### src/rtl/sync_down_counter_pkg.sv
// ============================================================================
// Module      : sync_down_counter_pkg
// Description : State encoding and load-clamp helper shared by the counter.
// Revision    : 1.0 - initial release
// ============================================================================
`default_nettype none

package sync_down_counter_pkg;

    typedef logic [1:0] state_t;

    localparam state_t c_IDLE = 2'b00;
    localparam state_t c_RUN  = 2'b01;
    localparam state_t c_DONE = 2'b10;

    // Out-of-range load values saturate to the top of the legal count range.
    function automatic logic [31:0] clamp_load(input logic [31:0] value,
                                               input logic [31:0] modulus);
        return (value >= modulus) ? (modulus - 32'd1) : value;
    endfunction

endpackage

`default_nettype wire

### src/rtl/sync_down_counter.sv
// ============================================================================
// Module      : sync_down_counter
// Description : Modulo down counter with parallel load, auto-reload or
//               one-shot termination, and a borrow strobe for cascading.
// Revision    : 1.0 - initial release
// ============================================================================
`default_nettype none

module sync_down_counter
    import sync_down_counter_pkg::*;
#(
    parameter int width     = 4,
    parameter int max_value = 10
) (
    input  logic             clk,
    input  logic             rst_s,
    input  logic             enb,
    input  logic             load,
    input  logic [width-1:0] d,
    input  logic             reload,
    output logic [width-1:0] q,
    output logic             cnt_zero,
    output logic             borrow,
    output logic             busy,
    output logic             done
);

    generate
        if ((max_value < 2) || (max_value > (2 ** width))) begin : g_param_check
            $error("sync_down_counter: max_value must be in 2..2**width");
        end
    endgenerate

    localparam logic [width-1:0] c_TOP  = width'(max_value - 1);
    localparam logic [width-1:0] c_ONE  = width'(1);
    localparam logic [width-1:0] c_ZERO = '0;

    state_t           r_state;
    state_t           w_state_nxt;
    logic [width-1:0] r_q;
    logic [width-1:0] w_q_nxt;
    logic             r_done;
    logic             w_done_nxt;
    logic [width-1:0] w_load_val;
    logic             w_zero;

    assign w_load_val = width'(clamp_load(32'(d), 32'(max_value)));
    assign w_zero     = (r_q == c_ZERO);

    // State, count and done register.
    always_ff @(posedge clk) begin
        if (rst_s) begin
            r_state <= c_IDLE;
            r_q     <= c_ZERO;
            r_done  <= 1'b0;
        end else begin
            r_state <= w_state_nxt;
            r_q     <= w_q_nxt;
            r_done  <= w_done_nxt;
        end
    end

    // Next-state: load beats counting; done pulses on every entry to DONE.
    always_comb begin
        w_state_nxt = r_state;
        w_q_nxt     = r_q;
        w_done_nxt  = 1'b0;
        if (load) begin
            w_q_nxt = w_load_val;
            if (w_load_val != c_ZERO) begin
                w_state_nxt = c_RUN;
            end else begin
                w_state_nxt = c_DONE;
                w_done_nxt  = 1'b1;
            end
        end else begin
            case (r_state)
                c_RUN: begin
                    if (enb) begin
                        if (!w_zero) begin
                            w_q_nxt = r_q - c_ONE;
                        end else if (reload) begin
                            w_q_nxt = c_TOP;
                        end else begin
                            w_state_nxt = c_DONE;
                            w_done_nxt  = 1'b1;
                        end
                    end
                end
                c_IDLE, c_DONE: begin
                    w_state_nxt = r_state;
                end
                default: begin
                    w_state_nxt = c_IDLE;
                    w_q_nxt     = c_ZERO;
                end
            endcase
        end
    end

    // Output decode.
    always_comb begin
        q        = r_q;
        done     = r_done;
        cnt_zero = w_zero;
        busy     = (r_state == c_RUN);
        borrow   = (r_state == c_RUN) && enb && w_zero;
    end

endmodule

`default_nettype wire
### config.mk
export PLATFORM = sky130hd
export DESIGN_NAME = sync_down_counter
export DESIGN_NICKNAME = d
export VERILOG_FILES = /design/src/rtl/sync_down_counter_pkg.sv /design/src/rtl/sync_down_counter.sv
export SDC_FILE = /design/constraint.sdc
export NUM_CORES = 1
export LEC_CHECK = 0
export CAP_MARGIN = 25
export CORE_AREA = 2 2 39 41
export DETAILED_ROUTE_END_ITERATION = 10
export DIE_AREA = 0 0 41 43
export GPL_ROUTABILITY_DRIVEN = 0
export SLEW_MARGIN = 0
export SYNTH_ARGS = -nofsm -noshare
export SYNTH_HDL_FRONTEND = slang
export SYNTH_SLANG_ARGS = --single-unit
### constraint.sdc
create_clock -name clk -period 2.32 [get_ports clk]
set_clock_uncertainty 0.2 [all_clocks]
set_input_delay 0.464 -clock clk [delete_from_list [all_inputs] [get_ports clk]]
set_output_delay 0.464 -clock clk [all_outputs]
set_load 0.05 [all_outputs]
* Word-level counts from Yosys, hierarchy flattened *
Cells that the tools add are included.

word-level totals
  flip-flop bits (word level) = 7
  latch bits = 0
  output and inout bits = 8
  memories = 0
  RAM bits = 0
  logic and storage cells = 38
  ROM bits = 0

operators by class
  mux-type cells = 18
  divide/modulo/power cells = 0
  magnitude comparators = 1
  reduce and logical (&&, ||, !) cells = 8
  add/sub/neg operators = 1
  equal/unequal tests = 7
  shifts and indexed selects = 0
  bitwise gates (word level) = 0
  multiply operators = 0

operator list
  cell                   number
  $mux W4                5
  $mux W2                5
  $pmux W4 S2            1
  $mux W1                6
  $ne A3 B3 Y1 const B   2
  $ge A4 B4 Y1 const B   1
  $logic_not A4 Y1       1
  $ne A4 B4 Y1 const B   1
  $pmux W2 S2            1
  $reduce_and A4 Y1      1
  $reduce_bool A4 Y1     1
  $sub A4 B1 Y4 const B  1
  $ne A3 B2 Y1 const B   1
  $reduce_and A3 Y1      1
  $eq A2 B1 Y1 const B   1
  $eq A2 B2 Y1 const B   1
  $logic_and A1 B1 Y1    2
  $logic_not A2 Y1       1
  $ne A2 B2 Y1 const B   1
  $reduce_or A2 Y1       1

* Logic depth before layout (Yosys ltp) *
  depth after elaboration = 5
  depth in mapped cells = 6

* Least setup slack after synthesis *
OpenSTA, ideal clock, no wires.

  path type = reg2out
  start = register r_q[0], in the netlist q[0]
  end = output borrow
  required time = 1656 ps
  setup slack = -603 ps
  data arrival time = 2259 ps
  stages on the path, launching flop included = 5
  path buffers = 0
  path through = dfxtp_1 > inv_1 > ha_1 > nor3b_2 > and3_1

on the way
  word-level cells in the longest chain between the ends = 2

RTL lines
  item                      RTL line                  source
  start: declaration        sync_down_counter.sv:40   logic [width-1:0] r_q;
  start signal: assignment  sync_down_counter.sv:54   r_q <= c_ZERO;
  start signal: assignment  sync_down_counter.sv:58   r_q <= w_q_nxt;
  $logic_not A4 Y1          sync_down_counter.sv:48   assign w_zero = (r_q == c_ZERO);
  via cnt_zero              sync_down_counter.sv:22   output logic cnt_zero,
  $logic_and A1 B1 Y1       sync_down_counter.sv:107  borrow = (r_state == c_RUN) && enb && w_zero;
  end: declaration          sync_down_counter.sv:23   output logic borrow,

The timed path passes the listed nets, and every way through them passes these cells.

* Worst setup path in the final report *
  start = register r_q[2], in the netlist q[2]
  end = output q[2]

RTL lines
  item              RTL line                 source
  end: declaration  sync_down_counter.sv:21  output logic [width-1:0] q,

No word-level cell between the ends.

==> reports/results.txt <==
Seq/Total Area, Yosys: 30.8%
CP peak stage delay: 850 ps
row cnt: 14
Layout area overhead: 64.0%
1st-iter DRT viols: 9
clock share of power: 25.3%
Post-Syn Area: 455 um2
H-Tree Depth: 1
Comb pwr share: 43.7%
Worst setup startpoint: q[2]
sequential power share: 31.0%
Slew headroom: 66.8%
commonest cells in the netlist: dfxtp_1, nor2_1, a21oi_1, nor3_1
HPWL Detailed: 918 um
final core occ: 54.0%
r2r endpoint: q[2]
Cells after Synth: 54
final setup violation count: 0
CTS tree: yes
Crit-path slowest cell: clkdlybuf4s50_1
Initial Util: 32.9%
RSZ-0062 raised after global routing: no
Max Cap Viol: 0
number of global-route vias before repair: 459
n_diodes: 0
Yosys top cell area share: 30.8%
first-pass GRT wire length: 1.97 mm
largest family of logic cells by synthesized area: simple AND/OR/NAND/NOR gates
post-route antenna net violation count: 0
multiplexer area fraction after synthesis: 2.47%
top_reg_cell synth: dfxtp_1
Final Hold Fails: 0
r2r startpoint: q[0]
dominant cell by count in the synthesized netlist: dfxtp_1
power per cell area: 618 mW/mm2
critical path class: flip-flop to output port
Synth Area in XOR/XNOR: 0%
Post-route DRC: 0
die area: 0.00176 mm2
I/O pin count: 17
clock sinks: 7
Internal: 0.000292 W
Clock Path Buffers: 2
hold path start: q[0]
ratio of cells with drive above 1 in the final layout: 31.6%
CP Capture Type: output port
Crit path arrival time: 1570 ps
Total Routing Usage GR: 16.4%
die width: 41 um
crit path launch type: flip-flop
drt wl/cell: 12.2 um
Synthesis Warnings: 0
maximum clock frequency: 0.448 GHz
minimum clock period: 2230 ps
buffers and inverters on the worst path: 1
period utilization: 96.1%
initial antenna violation count: 0
Core Footprint: 0.00138 mm2
gr ovfl total: 0
hold depth: 2
Max IR drop VDD: 248 uV
stages on the worst setup path: 1
area leader, netlist: dfxtp_1
hold buffers post-CTS: 0
syn avg cell area: 8.43 um2
simple-gate area share of the yosys netlist: 28.3%
CP max FO: 6
Worst Hold Class: flip-flop to flip-flop
flop and latch count out of synthesis: 7
clock latency on the worst-skew pair: 250 ps
Critical Path Sink: q[2]
CP cell instances: clkdlybuf4s50_1
number of vias per cell: 5.35
pin count of the biggest net entering global routing: 9
Async SR Flop Fraction: 0%
Post-synth EDFFs: 0
max-slew violation count: 0
Compound-Gate Fraction of Synth Area: 27.7%
WHS: 344 ps
post-CTS sizing: 0
Vias: 508
Adder-Cell Fraction of Synth Area: 5.49%
port bufs: 16
CTS clock-pin slew for the worst setup and hold paths: 60 ps
router iterations before antenna repair: 4
CP top delay family: buffers and inverters
post-CTS setup buffers: 0
cell count of the worst reg-to-reg path: 7
Final #Nets: 91
Tightest Pin Transition: 497 ps
library cells used by synthesis: 25
ranking of synthesized cells by area: dfxtp_1, a21oi_1, ha_1
die height: 43 um
Required @ worst endpoint: 1660 ps
reg-to-reg setup timing slack: 390 ps
Psw: 0.000170 W
WL final: 1.16 mm
leakage power: 0.280 nW
Sw Share: 36.7%
outcome: finished clean
CTS buffer count: 3
root buffer cell: clkbuf_4
Net Count, Synth: 65
-- final cells by class --
cell class | instances | area (um2)
timing repair buffer | 23 | 230
clock buffer | 4 | 26.3
tap | 16 | 20.0
fill | 129 | 637
multi-input combinational | 43 | 315
sequential | 7 | 148
inverter | 2 | 7.51
-- metal layers --
| metal | wire [um] | vias up | GRT usage, % |
|---|---|---|---|
| li1 | - | 258 | - |
| met1 | 541 | 229 | 25.3 |
| met2 | 529 | 19 | 20.0 |
| met3 | 72 | 2 | 3.14 |
| met4 | 14 | 0 | 10.0 |
| met5 | 0 | - | 0 |
-- how the worst min path moves through the flow --
stage | endpoint | slack, ps
finish | q[0] | 340
global placement | q[0] | 330
detailed placement | q[0] | 340
global route | q[0] | 380
floorplan | r_state[1] | 300
CTS | q[0] | 350
-- cell families after synthesis --
family	count (synthesis)
buffers and inverters	4
adder cells (fa/ha/maj)	2
flip-flops	7
AND/OR/NAND/NOR	22
AO/OA/AOI/OAI	18
multiplexers	1
-- power groups by stage --
stage	Clock, W	Combinational (W)	Sequential (W)
after global routing	0.000129	0.000216	0.000145
after detailed placement	0	0.000202	0.000146
after CTS	0.000119	0.000202	0.000143
final	0.000117	0.000202	0.000143
after global placement	0	0.000202	0.000146
after floorplan	0	0.0000958	0.000168
-- through the flow --
step / cell area, um2 / std cells / worst slack (ps) / setup TNS (ps) / total power [W]
2_1_floorplan: 487 / 54 / 5.29 / 0 / 0.000264
3_3_place_gp: 721 / 91 / -4.69 / -4.69 / 0.000347
3_5_place_dp: 721 / 91 / 6.75 / 0 / 0.000347
4_1_cts: 747 / 95 / 78.9 / 0 / 0.000464
5_1_grt: 747 / 95 / 19.3 / 0 / 0.000490
6_report: 747 / 95 / 90.2 / 0 / 0.000461
-- layout by cell type, fill, tap and decap left out, types with 2 or more instances in the layout --
cell type,count
clkbuf_4,3
a21oi_1,5
clkdlybuf4s50_1,13
buf_4,8
inv_2,2
buf_12,2
dfxtp_1,5
a311oi_1,2
dfxtp_4,2
a211oi_1,3
o21ba_2,2
nor2_1,6
o21ai_0,3
nor2b_1,2
nand2_1,2
nor3_1,5
-- sequential cells by signal, indices dropped and copies added (netlist names) --
register / flops
q: 4
done: 1
r_state: 2
No activity file was read; power rests on OpenSTA's default activity.
